`config.mk`:
```
export PLATFORM = sky130hd
export DESIGN_NAME = alu_issue_ctrl_flat
export DESIGN_NICKNAME = d
export VERILOG_FILES = /design/src/rtl/alu_issue_ctrl_if.sv /design/src/rtl/alu_issue_ctrl.sv /design/src/flat_wrapper.sv
export SDC_FILE = /design/constraint.sdc
export NUM_CORES = 1
export LEC_CHECK = 0
export BUFFER_PORTS_ARGS = -buffer_cell sky130_fd_sc_hd__buf_4
export CAP_MARGIN = 15
export CORE_MARGIN = 4
export CORE_UTILIZATION = 51
export CTS_BUF_LIST = sky130_fd_sc_hd__clkbuf_16
export CTS_CLUSTER_DIAMETER = 80
export CTS_CLUSTER_SIZE = 28
export DETAILED_ROUTE_END_ITERATION = 7
export PLACE_DENSITY = 0.87
export SLEW_MARGIN = 10
export SYNTH_ARGS = -nofsm -noshare
export SYNTH_HDL_FRONTEND = slang
export SYNTH_SLANG_ARGS = --single-unit
```
`constraint.sdc`:
```
create_clock -name clk -period 4.89 [get_ports clk]
set_input_delay 0.978 -clock clk [delete_from_list [all_inputs] [get_ports clk]]
set_output_delay 0.978 -clock clk [all_outputs]
set_load 0.03 [all_outputs]
```
`src/rtl/alu_issue_ctrl_if.sv`:
```
// alu_issue_ctrl_if: bundles the signals of alu_issue_ctrl that are not
// clock or reset.
//   Command channel  : cmd_valid/cmd_ready handshake carrying cmd_x, cmd_y
//                      and cmd_op.
//   ALU bus          : alu_x, alu_y and alu_opcode drive the ALU; alu_f and
//                      alu_overflow come back from it.
//   Response channel : rsp_valid/rsp_ready handshake carrying rsp_f,
//                      rsp_overflow, rsp_zero and rsp_err.
//   Status           : op_count, the number of completed legal operations.
// Modports: slave is the controller's view; master is the view of the
// environment (command source, ALU and response sink).
`timescale 1ns/1ps
interface alu_issue_ctrl_if #(
  parameter int unsigned CNT_W = 16
) ();
  logic             cmd_valid;
  logic             cmd_ready;
  logic [31:0]      cmd_x;
  logic [31:0]      cmd_y;
  logic [2:0]       cmd_op;

  logic [31:0]      alu_x;
  logic [31:0]      alu_y;
  logic [2:0]       alu_opcode;
  logic [31:0]      alu_f;
  logic             alu_overflow;

  logic             rsp_valid;
  logic             rsp_ready;
  logic [31:0]      rsp_f;
  logic             rsp_overflow;
  logic             rsp_zero;
  logic             rsp_err;

  logic [CNT_W-1:0] op_count;

  modport slave (
    input  cmd_valid, cmd_x, cmd_y, cmd_op,
    input  alu_f, alu_overflow,
    input  rsp_ready,
    output cmd_ready,
    output alu_x, alu_y, alu_opcode,
    output rsp_valid, rsp_f, rsp_overflow, rsp_zero, rsp_err,
    output op_count
  );

  modport master (
    output cmd_valid, cmd_x, cmd_y, cmd_op,
    output alu_f, alu_overflow,
    output rsp_ready,
    input  cmd_ready,
    input  alu_x, alu_y, alu_opcode,
    input  rsp_valid, rsp_f, rsp_overflow, rsp_zero, rsp_err,
    input  op_count
  );
endinterface

```
`src/rtl/alu_issue_ctrl.sv`:
```
// alu_issue_ctrl: sequential front-end for the combinational 32-bit ALU.
// It accepts a command, registers the operands and opcode onto the ALU bus,
// waits SETTLE_CYCLES clocks for the ripple-carry logic to settle, captures
// the result and overflow, derives the zero flag locally, and offers the
// result on a valid/ready response channel. Illegal opcodes (101..111)
// bypass the ALU and return at once with rsp_err set.
// Ports:
//   clk   - single clock, rising edge
//   rst_n - asynchronous active-low reset
//   bus   - alu_issue_ctrl_if.slave (command, ALU bus, response, op_count)
// Parameters:
//   SETTLE_CYCLES - clocks between driving the ALU and sampling it (1..255)
//   CNT_W         - width of the completed-operation counter
`timescale 1ns/1ps
module alu_issue_ctrl #(
  parameter int unsigned SETTLE_CYCLES = 16,
  parameter int unsigned CNT_W         = 16
) (
  input  logic            clk,
  input  logic            rst_n,
  alu_issue_ctrl_if.slave bus
);

  typedef enum logic [1:0] {
    S_IDLE = 2'd0,
    S_WAIT = 2'd1,
    S_DONE = 2'd2
  } state_t;

  // The counter is loaded with SETTLE_CYCLES-1 and sampled at zero, so the
  // result is captured exactly SETTLE_CYCLES edges after the accept edge.
  localparam logic [7:0] LP_SETTLE_M1 = 8'(SETTLE_CYCLES - 1);

  state_t           r_state;
  state_t           w_next;
  logic [7:0]       r_settle;
  logic [31:0]      r_alu_x;
  logic [31:0]      r_alu_y;
  logic [2:0]       r_alu_op;
  logic [31:0]      r_rsp_f;
  logic             r_rsp_ovf;
  logic             r_rsp_zero;
  logic             r_rsp_err;
  logic [CNT_W-1:0] r_op_count;

  logic             w_op_legal;
  logic             w_cmd_ready;
  logic             w_cmd_fire;
  logic             w_settled;
  logic             w_rsp_fire;

  assign w_op_legal = (bus.cmd_op <= 3'd4);

  // Next-state and handshake decode
  always_comb begin
    w_next      = r_state;
    w_cmd_ready = 1'b0;
    w_cmd_fire  = 1'b0;
    w_settled   = 1'b0;
    w_rsp_fire  = 1'b0;
    unique case (r_state)
      S_IDLE: begin
        w_cmd_ready = 1'b1;
        if (bus.cmd_valid) begin
          w_cmd_fire = 1'b1;
          w_next     = w_op_legal ? S_WAIT : S_DONE;
        end
      end
      S_WAIT: begin
        if (r_settle == '0) begin
          w_settled = 1'b1;
          w_next    = S_DONE;
        end
      end
      S_DONE: begin
        if (bus.rsp_ready) begin
          w_rsp_fire = 1'b1;
          w_next     = S_IDLE;
        end
      end
      default: w_next = S_IDLE;
    endcase
  end

  always_ff @(posedge clk or negedge rst_n) begin
    if (!rst_n) begin
      r_state <= S_IDLE;
    end else begin
      r_state <= w_next;
    end
  end

  // ALU operand bus: only a legal accept updates it, so the last legal
  // operands stay on the bus after completion and across illegal commands.
  always_ff @(posedge clk or negedge rst_n) begin
    if (!rst_n) begin
      r_alu_x  <= '0;
      r_alu_y  <= '0;
      r_alu_op <= '0;
    end else if (w_cmd_fire && w_op_legal) begin
      r_alu_x  <= bus.cmd_x;
      r_alu_y  <= bus.cmd_y;
      r_alu_op <= bus.cmd_op;
    end
  end

  // Settle counter
  always_ff @(posedge clk or negedge rst_n) begin
    if (!rst_n) begin
      r_settle <= '0;
    end else if (w_cmd_fire && w_op_legal) begin
      r_settle <= LP_SETTLE_M1;
    end else if (r_state == S_WAIT && !w_settled) begin
      r_settle <= r_settle - 8'd1;
    end
  end

  // Response capture: an illegal accept produces an error response directly;
  // a legal op samples the ALU once the settle window has elapsed.
  always_ff @(posedge clk or negedge rst_n) begin
    if (!rst_n) begin
      r_rsp_f    <= '0;
      r_rsp_ovf  <= 1'b0;
      r_rsp_zero <= 1'b0;
      r_rsp_err  <= 1'b0;
    end else if (w_cmd_fire && !w_op_legal) begin
      r_rsp_f    <= '0;
      r_rsp_ovf  <= 1'b0;
      r_rsp_zero <= 1'b0;
      r_rsp_err  <= 1'b1;
    end else if (w_settled) begin
      r_rsp_f    <= bus.alu_f;
      r_rsp_ovf  <= bus.alu_overflow;
      r_rsp_zero <= (bus.alu_f == '0);
      r_rsp_err  <= 1'b0;
    end
  end

  // Completed-operation counter; wraps naturally at all-ones.
  always_ff @(posedge clk or negedge rst_n) begin
    if (!rst_n) begin
      r_op_count <= '0;
    end else if (w_rsp_fire && !r_rsp_err) begin
      r_op_count <= r_op_count + 1'b1;
    end
  end

  assign bus.cmd_ready    = w_cmd_ready;
  assign bus.alu_x        = r_alu_x;
  assign bus.alu_y        = r_alu_y;
  assign bus.alu_opcode   = r_alu_op;
  assign bus.rsp_valid    = (r_state == S_DONE);
  assign bus.rsp_f        = r_rsp_f;
  assign bus.rsp_overflow = r_rsp_ovf;
  assign bus.rsp_zero     = r_rsp_zero;
  assign bus.rsp_err      = r_rsp_err;
  assign bus.op_count     = r_op_count;

endmodule

```
`src/flat_wrapper.sv`:
```
// flat-port wrapper written by rule: the top's interface ports become plain ports
module alu_issue_ctrl_flat 
#(
  parameter int unsigned SETTLE_CYCLES = 16,
  parameter int unsigned CNT_W         = 16
)
  (clk, rst_n, bus_cmd_valid, bus_cmd_x, bus_cmd_y, bus_cmd_op, bus_alu_f, bus_alu_overflow, bus_rsp_ready, bus_cmd_ready, bus_alu_x, bus_alu_y, bus_alu_opcode, bus_rsp_valid, bus_rsp_f, bus_rsp_overflow, bus_rsp_zero, bus_rsp_err, bus_op_count);
  alu_issue_ctrl_if #(.CNT_W(CNT_W)) bus_i ();
  input  logic clk;
  input  logic rst_n;
  input wire logic [$bits(bus_i.cmd_valid)-1:0] bus_cmd_valid;
  input wire logic [$bits(bus_i.cmd_x)-1:0] bus_cmd_x;
  input wire logic [$bits(bus_i.cmd_y)-1:0] bus_cmd_y;
  input wire logic [$bits(bus_i.cmd_op)-1:0] bus_cmd_op;
  input wire logic [$bits(bus_i.alu_f)-1:0] bus_alu_f;
  input wire logic [$bits(bus_i.alu_overflow)-1:0] bus_alu_overflow;
  input wire logic [$bits(bus_i.rsp_ready)-1:0] bus_rsp_ready;
  output wire logic [$bits(bus_i.cmd_ready)-1:0] bus_cmd_ready;
  output wire logic [$bits(bus_i.alu_x)-1:0] bus_alu_x;
  output wire logic [$bits(bus_i.alu_y)-1:0] bus_alu_y;
  output wire logic [$bits(bus_i.alu_opcode)-1:0] bus_alu_opcode;
  output wire logic [$bits(bus_i.rsp_valid)-1:0] bus_rsp_valid;
  output wire logic [$bits(bus_i.rsp_f)-1:0] bus_rsp_f;
  output wire logic [$bits(bus_i.rsp_overflow)-1:0] bus_rsp_overflow;
  output wire logic [$bits(bus_i.rsp_zero)-1:0] bus_rsp_zero;
  output wire logic [$bits(bus_i.rsp_err)-1:0] bus_rsp_err;
  output wire logic [$bits(bus_i.op_count)-1:0] bus_op_count;
  assign bus_i.cmd_valid = bus_cmd_valid;
  assign bus_i.cmd_x = bus_cmd_x;
  assign bus_i.cmd_y = bus_cmd_y;
  assign bus_i.cmd_op = bus_cmd_op;
  assign bus_i.alu_f = bus_alu_f;
  assign bus_i.alu_overflow = bus_alu_overflow;
  assign bus_i.rsp_ready = bus_rsp_ready;
  assign bus_cmd_ready = bus_i.cmd_ready;
  assign bus_alu_x = bus_i.alu_x;
  assign bus_alu_y = bus_i.alu_y;
  assign bus_alu_opcode = bus_i.alu_opcode;
  assign bus_rsp_valid = bus_i.rsp_valid;
  assign bus_rsp_f = bus_i.rsp_f;
  assign bus_rsp_overflow = bus_i.rsp_overflow;
  assign bus_rsp_zero = bus_i.rsp_zero;
  assign bus_rsp_err = bus_i.rsp_err;
  assign bus_op_count = bus_i.op_count;
  alu_issue_ctrl #(.SETTLE_CYCLES(SETTLE_CYCLES), .CNT_W(CNT_W)) u_core (.clk(clk), .rst_n(rst_n), .bus(bus_i));
endmodule
```
==> results of run 1 <==
==> worst reg2reg max path, cell delays in order (launching register included) <==
cell     delay (ns)
dfrtp_1        0.49
nor2_1         0.37
nand3_2        0.72
buf_4          0.53
nand2_1        0.13
nand2_1        0.07
==> cell usage after synthesis <==
library cell	number	area share, %
xnor2_1	12	2.1
and3_1	3	0.37
o22a_1	1	0.17
ha_1	3	0.74
nor4_4	1	0.42
o211ai_1	2	0.29
a21oi_1	2	0.20
nand2b_1	1	0.12
o22ai_1	1	0.12
clkbuf_1	17	1.3
dfrtp_1	128	63
nor3b_1	1	0.15
nor4_1	10	1.2
buf_2	5	0.49
mux2i_1	3	0.59
nand4_1	7	0.86
or3b_2	1	0.17
nand3_1	7	0.69
o21ai_0	2	0.20
nor4b_1	1	0.17
o21ai_2	1	0.17
nand2_1	211	16
a22o_1	34	5.8
inv_1	6	0.44
o21bai_1	1	0.15
or2_2	2	0.25
nor2b_1	2	0.25
a21oi_2	2	0.34
or3_1	1	0.12
nand4bb_1	2	0.44
nor3_1	3	0.29
nor2_1	10	0.74
xor2_1	6	1.0
buf_6	3	0.66
or4_1	2	0.29
nor4bb_1	1	0.20
==> flip-flops by register name, summed over array words and instances (netlist names) <==
register and cells:
u_core.bus.alu_x 32, u_core.bus.rsp_zero 1, u_core.bus.rsp_f 32, u_core.r_state 2, u_core.bus.op_count 16, u_core.bus.rsp_overflow 1, u_core.bus.rsp_err 1, u_core.bus.alu_y 32
u_core.bus.alu_opcode 3, u_core.r_settle 8
==> layer usage <==
metal  GRT usage [%]  share of wire (%)  vias up  routed length (um)
li1                -                  -     2091                   -
met1           29.44                 40     2143                5567
met2           40.67                 49      211                6787
met3           9.118                9.4       27                1317
met4           9.017                1.9        0                 265
met5               0                  0        -                   0
==> power by group through the flow <==
stage | clock network (W) | logic [W] | registers [W]
2_1_floorplan | 0 | 0.000483 | 0.00214
3_3_place_gp | 0 | 0.00171 | 0.00159
3_5_place_dp | 0 | 0.00176 | 0.00159
4_1_cts | 0.00127 | 0.00176 | 0.00159
5_1_grt | 0.00132 | 0.00187 | 0.00163
6_report | 0.00125 | 0.00174 | 0.00159
==> final timing paths <==
path / to / cells after the start
min: u_core.bus.op_count[7]$_DFFE_PN0P_ / 1
max: u_core.bus.alu_y[27]$_DFFE_PN0P_ / 6
max reg2reg: u_core.bus.alu_y[27]$_DFFE_PN0P_ / 5
min reg2reg: u_core.bus.op_count[15]$_DFFE_PN0P_ / 1
min in group clk: u_core.bus.op_count[15]$_DFFE_PN0P_ / 1
max in group asynchronous: u_core.bus.alu_x[25]$_DFFE_PN0P_ / 2
==> metrics by stage <==
stage	total power [W]	util (%)	instances	worst slack [ns]	hold slack (ns)
after detailed placement	0.003354	70.52	830	1.641	0.4642
after CTS	0.004621	76.65	862	2.064	0.3620
after floorplan	0.002620	-	495	2.573	0.4822
after global placement	0.003297	70.52	830	1.787	0.4602
final	0.004587	76.68	862	2.020	0.3772
after global routing	0.004825	76.68	862	1.836	0.3584
==> cell families after synthesis <==
logic type / share of synthesized area, %
and+or+nand+nor: 22.32
adders and majority gates: 0.7374
DFF: 62.91
xor gates and xnor gates: 3.097
buffers and inverters: 2.851
AOI/OAI and AO/OA: 7.496
muxes: 0.5898
==> final cells by class <==
type,count,area [um2],area share (%)
multi-input combinational,336,1757,23.55
sequential,128,3203,42.93
timing repair buffer,227,1717,23.01
tap,133,166.4,2.230
clock buffer,17,425.4,5.702
clock inverter,15,170.2,2.281
inverter,6,22.52,0.3019
==> flow_summary.yaml, run 1 <==
clock_tree:
  cts_hold_buf: 0
  cts_made_buffers: 17
  cts_tree: "done"
  cts_sinks: 128
  cts_resized: 0
  path_clk_slew_ns: 0.05
  cts_buffer_depth: 2
  clock_latency_ns: 0.40
  htree_levels: 4
  postCtsSetupBuffers: 0
  root_buffer: "clkbuf_16"
final_layout:
  final_cell_mix: "226 x buf_4, 211 x nand2_1, 128 x dfrtp_1"
  layout_commonest_cell: "buf_4"
  fillers: 645
  nets: 823
  antenna_cells: 0
  syn2layout_area_growth_pct: 46.55
  fin_area_um2: 7461
  layout-drive-gt1-share_pct: 36.76
sta:
  tns_ns: 0
  tightest_slew_ns: 0.8202
  setup_violations: 0
  slew_headroom_pct: 44.81
  finalWorstPathRequiredPeriod_ns: 2.870
  max_freq_mhz: 348.4
  rsz0062_at_grt: "no"
  finalHoldViolations: 0
  fin_crit_sh_pct: 58.69
  slew_violations: 0
  fin_skew_ns: 0.007401
floorplan:
  ios: 224
  start_util_pct: 52.33
  die_h_um: 107.9
  die_x_um: 107.9
  placementRows: 36
  coreArea_um2: 9729
  die_area_um2: 11650
route:
  viasPerCell: 5.188
  drtAntennaViolNets: 0
  wl_per_cell_um: 16.17
  drc: 0
  num_vias: 4472
  dr.pass1.iters: 4
  wl_um: 13940
  initialDrtViolationCount: 241
pwr:
  power_density_nw_per_um2: 614.8
  p_sw_share_pct: 38.97
  p_int_w: 0.002799
  power_frac_clock_pct: 27.2
  p_comb_share_pct: 38.0
  p_leak_nw: 4.025
  power.switching_w: 0.001787
  pwr-share-seq_pct: 34.8
  ir_drop_mv: 0.4544
critical_path:
  crit_buf_inv: 2
  r2r_setup_slack_ns: 2.47
  cp_slowest_cell: "nand3_2"
  critPathTopFamily: "simple AND/OR/NAND/NOR gates"
  start_kind: "input pin"
  path_cells: "buf_4 -> o21ai_0 -> nand3_2 -> buf_4 -> nand2_1 -> nand2_1"
  r2r-start: "u_core.r_state[1]$_DFFE_PN0P_"
  worstSetupEndpointType: "register"
  slowest_delay_ns: 0.77
  worstSetupPathType: "in2reg"
  cp_max_fo: 40
  critPathLaunch: "bus_cmd_op[0]"
  critPathRequiredTime_ns: 5.18
  critPathArrivalTime_ns: 3.16
logic_synthesis:
  yosysWarningCount: 0
  synth_area_um2: 5091
  ys_seq_area_share_pct: 62.91
  synth_cell_types: 36
  syn-mean-instance-area_um2: 10.29
  ys_ff_latch: 128
  synth_cells: 495
  syn-num-nets: 602
place:
  io_buffers: 223
  dpl_cell_area_um2: 6862
  dp_hpwl_um: 9798
  place.gp.congestion: 0.7988
global_route:
  antenna_found_initial: 0
  globalRouteOverflowTotal: 0
  grt_pass1_wl_um: 22170
  grtUsageTotal_pct: 24.55
  grt_pass1_vias: 4579
  grt_max_degree: 124
flow_run:
  drv_cap: 0
worst_hold_path:
  hold_class: "in2async"
status:
  status: "completed"
No activity file was read; power rests on OpenSTA's default activity.
==> run 2: changes to the inputs <==
Settings changed: CORE_UTILIZATION 51 to 43, PLACE_DENSITY 0.87 to 0.79.
Clock period 4.89 ns to 2.6 ns, I/O delays scaled along.
==> flow_summary.yaml, run 2 (synthesis gave the netlist of run 1 again) <==
floorplan:
  placementRows: 39
  coreArea_um2: 11520
  die_area_um2: 13640
  start_util_pct: 44.21
  die_h_um: 116.8
  die_x_um: 116.8
  ios: 224
clock_tree:
  path_clk_slew_ns: 0.06
  cts_tree: "done"
  cts_sinks: 128
  cts_hold_buf: 0
  root_buffer: "clkbuf_16"
  cts_resized: 0
  htree_levels: 4
  postCtsSetupBuffers: 0
  clock_latency_ns: 0.41
  cts_made_buffers: 17
  cts_buffer_depth: 2
route:
  wl_per_cell_um: 15.33
  wl_um: 13410
  num_vias: 4338
  viasPerCell: 4.958
  drtAntennaViolNets: 0
  initialDrtViolationCount: 205
  dr.pass1.iters: 4
  drc: 0
final_layout:
  syn2layout_area_growth_pct: 47.53
  antenna_cells: 0
  layout-drive-gt1-share_pct: 36.75
  final_core_util_pct: 65.22
  fin_area_um2: 7511
  layout_commonest_cell: "buf_4"
  final_cell_mix: "226 x buf_4, 211 x nand2_1, 128 x dfrtp_1"
  stdcell_count: 875
  nets: 826
sta:
  finalWorstPathRequiredPeriod_ns: 2.104
  slew_violations: 0
  finalHoldViolations: 0
  setup_violations: 0
  tightest_slew_ns: 0.6345
  tns_ns: 0
  fin_skew_ns: 0.007188
  fin_crit_sh_pct: 80.92
  slew_headroom_pct: 57.70
  rsz0062_at_grt: "no"
  max_freq_mhz: 475.3
critical_path:
  cp_slowest_cell: "or3b_2"
  critPathArrivalTime_ns: 2.40
  worstSetupEndpointType: "register"
  r2r-start: "u_core.r_settle[0]$_DFFE_PN0P_"
  path_cells: "inv_1 -> ha_1 -> or3b_2 -> nor3_1 -> o21bai_2 -> buf_4 -> a22o_1"
  critPathLaunch: "u_core.r_settle[0]$_DFFE_PN0P_"
  critPathRequiredTime_ns: 2.90
  start_kind: "register"
  cp_max_fo: 34
  worstSetupPathType: "reg2reg"
  slowest_delay_ns: 0.53
global_route:
  grt_max_degree: 54
  grt_pass1_wl_um: 21000
  globalRouteOverflowTotal: 0
  grt_pass1_vias: 4360
  antenna_found_initial: 0
  grtUsageTotal_pct: 19.80
pwr:
  p_comb_share_pct: 38.3
  p_int_w: 0.005274
  power_frac_clock_pct: 26.9
  power_density_nw_per_um2: 1143
  p_leak_nw: 4.060
  p_sw_share_pct: 38.56
  power.switching_w: 0.003310
  ir_drop_mv: 0.8721
  pwr-share-seq_pct: 34.9
flow_run:
  drv_cap: 0
status:
  status: "completed"
place:
  io_buffers: 223
  place.gp.congestion: 0.8137
  dpl_cell_area_um2: 6934
  dp_hpwl_um: 9755
  place_inst: 843
worst_hold_path:
  hold_class: "in2async"
[run 2: worst paths after layout]
check	cells after the start	slack [ns]	to
min in group clk	3	0.29	u_core.bus.alu_y[31]$_DFFE_PN0P_
setup reg to reg	7	0.50	u_core.bus.rsp_zero$_DFFE_PN0P_
max in group asynchronous	2	1.80	u_core.bus.alu_x[6]$_DFFE_PN0P_
hold / removal	1	0.12	u_core.bus.alu_x[22]$_DFFE_PN0P_
hold reg to reg	2	0.47	u_core.bus.alu_y[10]$_DFFE_PN0P_
setup / recovery	7	0.50	u_core.bus.rsp_zero$_DFFE_PN0P_
[run 2: final cells by class]
type                    count  area [um2]
clock inverters            15       151.4
fillers                   919        4005
repair buffers            230        1777
flip-flops and latches    128        3203
inverters                   6       22.52
well taps                 143       178.9
multi-input cells         336        1753
clock buffers              17       425.4
[run 2: stage by stage]
| step | setup slack, ns | hold slack, ns | total power [W] |
|---|---|---|---|
| CTS | 0.4963 | 0.1341 | 0.008690 |
| global placement | 0.5295 | 0.4589 | 0.006241 |
| detailed placement | 0.4992 | 0.4636 | 0.006338 |
| finish | 0.4961 | 0.1219 | 0.008584 |
| floorplan | 0.5404 | 0.2244 | 0.004928 |
| global route | 0.3904 | 0.1611 | 0.009070 |
[run 2: routing by layer]
metal  wire length [um]  GRT usage, %  vias up
met5                  0             0        -
met4                316         8.792        0
met3               1047         6.015       27
met2               6617         32.42      162
met1               5431         24.31     2064
li1                   -             -     2085
[run 2: critical path, delay by kind of cell (launching register included)]
family | cells | cell delay, ns
adder cells (fa/ha/maj) | 1 | 0.16
flip-flops | 1 | 0.37
AO/OA/AOI/OAI | 2 | 0.33
AND/OR/NAND/NOR | 2 | 0.75
buffers and inverters | 2 | 0.37
[run 2: power by group through the flow]
stage	clock (W)	combinational [W]	sequential, W
2_1_floorplan	0	0.000909	0.00402
3_3_place_gp	0	0.00326	0.00299
3_5_place_dp	0	0.00333	0.00300
4_1_cts	0.00236	0.00333	0.00300
5_1_grt	0.00245	0.00354	0.00308
6_report	0.00230	0.00328	0.00299
==> run 3: changes to the inputs <==
Settings changed: CORE_UTILIZATION 43 to 47, PLACE_DENSITY 0.79 to 0.81.
Clock period 2.6 ns to 1.97 ns, I/O delays scaled along.
==> flow_summary.yaml, run 3 (synthesis gave the netlist of run 1 again) <==
status:
  status: "completed"
clock_tree:
  path_clk_slew_ns: 0.05
  cts_made_buffers: 17
  htree_levels: 4
  cts_sinks: 128
  cts_buffer_depth: 2
  clock_latency_ns: 0.41
  root_buffer: "clkbuf_16"
  cts_tree: "done"
critical_path:
  worstSetupEndpointType: "register"
  start_kind: "register"
  cp_max_fo: 9
  path_cells: "or4_4 -> buf_6 -> nor4_4 -> buf_6 -> clkbuf_16 -> a22o_1"
  worstSetupPathType: "reg2reg"
  critPathRequiredTime_ns: 2.30
  cpMostUsedCell: "buf_6"
  r2r_setup_slack_ns: 0.004
  critPathTopFamily: "simple AND/OR/NAND/NOR gates"
  cp_slowest_cell: "or4_4"
  slowest_delay_ns: 0.56
  critPathArrivalTime_ns: 2.30
  crit_buf_inv: 3
sta:
  fin_crit_sh_pct: 99.79
  fin_skew_ns: 0.008921
  tightest_slew_ns: 0.4274
  holdWs_ns: 0.1767
  finalHoldViolations: 0
  max_freq_mhz: 508.7
  slew_headroom_pct: 71.24
  slew_violations: 0
  finalWorstPathRequiredPeriod_ns: 1.966
  setup_violations: 0
route:
  drc: 0
  viasPerCell: 5.111
  num_vias: 4467
  dr.pass1.iters: 5
  drtAntennaViolNets: 0
  wl_per_cell_um: 16.67
  initialDrtViolationCount: 279
  wl_um: 14570
floorplan:
  placementRows: 37
  ios: 224
  die_x_um: 112.1
  die_area_um2: 12560
  coreArea_um2: 10420
  die_h_um: 112.1
  start_util_pct: 48.88
final_layout:
  layout_commonest_cell: "buf_4"
  fillers: 731
  nets: 839
  antenna_cells: 0
  syn2layout_area_growth_pct: 48.71
  final_cell_mix: "231 x buf_4, 211 x nand2_1, 128 x dfrtp_1"
  layout-drive-gt1-share_pct: 37.26
  final_core_util_pct: 72.68
global_route:
  grtUsageTotal_pct: 22.32
  grt_pass1_vias: 4567
  grt_max_degree: 73
  antenna_found_initial: 0
  grt_pass1_wl_um: 22680
  globalRouteOverflowTotal: 0
place:
  dp_hpwl_um: 9861
  place.gp.congestion: 0.8436
  io_buffers: 223
worst_hold_path:
  hold_class: "in2reg"
pwr:
  ir_drop_mv: 0.9594
  power_density_nw_per_um2: 1445
  fin_total_pwr_w: 0.01094
  p_leak_nw: 4.096
flow_run:
  drv_cap: 0
==> run 3: changes by cell type in the layout (fill, tap and decap cells not counted), moves of 2 or more <==
| cell | previous run | this run |
|---|---|---|
| clkinv_1 | 2 | 4 |
| clkinv_2 | 7 | 2 |
| inv_2 | 0 | 2 |
| bufinv_16 | 3 | 0 |
| buf_4 | 226 | 231 |
| buf_12 | 4 | 6 |
| buf_6 | 0 | 3 |
| clkinvlp_4 | 2 | 0 |
| clkbuf_16 | 17 | 19 |
==> run 3: per-stage QoR <==
stage	TNS, ns	worst slack (ns)	cells	area, um2
2_1_floorplan	0	0.05611	495	5106
3_3_place_gp	0	0.1500	842	7000
3_5_place_dp	0	0.01046	842	7000
4_1_cts	0	0.01997	868	7476
5_1_grt	-0.1029	-0.03164	874	7571
6_report	0	0.004177	874	7571
==> run 3: area by class of cell <==
cell class / instances / area, um2 / share of cell area [%]
Sequential cell: 128 / 3203 / 42.31
Timing Repair Buffer: 243 / 1948 / 25.73
Multi-Input combinational cell: 336 / 1769 / 23.37
Clock buffer: 17 / 425.4 / 5.619
Tap cell: 136 / 170.2 / 2.248
Clock inverter: 8 / 32.53 / 0.4297
Inverter: 6 / 22.52 / 0.2975
==> run 3: layer usage <==
metal,GRT usage (%),wire [um]
met5,0,0
met1,28.20,5615
met3,8.518,1560
met2,35.45,7148
met4,7.933,242
==> run 3: tightest hold or removal path, cell delays in order <==
cell and delay (ns):
buf_4 0.08, nand2_1 0.04, nand2_1 0.04
==> run 3: where the power goes <==
part	switching [W]	internal, W	total (W)
combinational	0.00282	0.00165	0.00447
clock	0.00102	0.00152	0.00254
sequential	0.000510	0.00342	0.00393
==> run 3: path summary, 6_finish.rpt <==
kind,cells after the start,to,from
worst max register to register,6,u_core.bus.rsp_f[21]$_DFFE_PN0P_,u_core.r_settle[5]$_DFFE_PN0P_
worst max-delay path,6,u_core.bus.rsp_f[21]$_DFFE_PN0P_,u_core.r_settle[5]$_DFFE_PN0P_
min in group asynchronous,2,u_core.bus.rsp_f[28]$_DFFE_PN0P_,rst_n
max in group asynchronous,3,u_core.r_settle[3]$_DFFE_PN0P_,rst_n
worst min-delay path,3,u_core.bus.alu_x[19]$_DFFE_PN0P_,bus_cmd_x[19]
worst min register to register,2,u_core.bus.alu_x[25]$_DFFE_PN0P_,u_core.bus.alu_x[25]$_DFFE_PN0P_
==> run 3: what timing repair did <==
item,4_1_cts,5_1_grt
pin swaps,0,1
resized for setup,1,3
buffers inserted,0,3
endpoints found under the setup margin,1,35
hold endpoints to repair,25,0
cloned,0,3
hold buffers,1,0
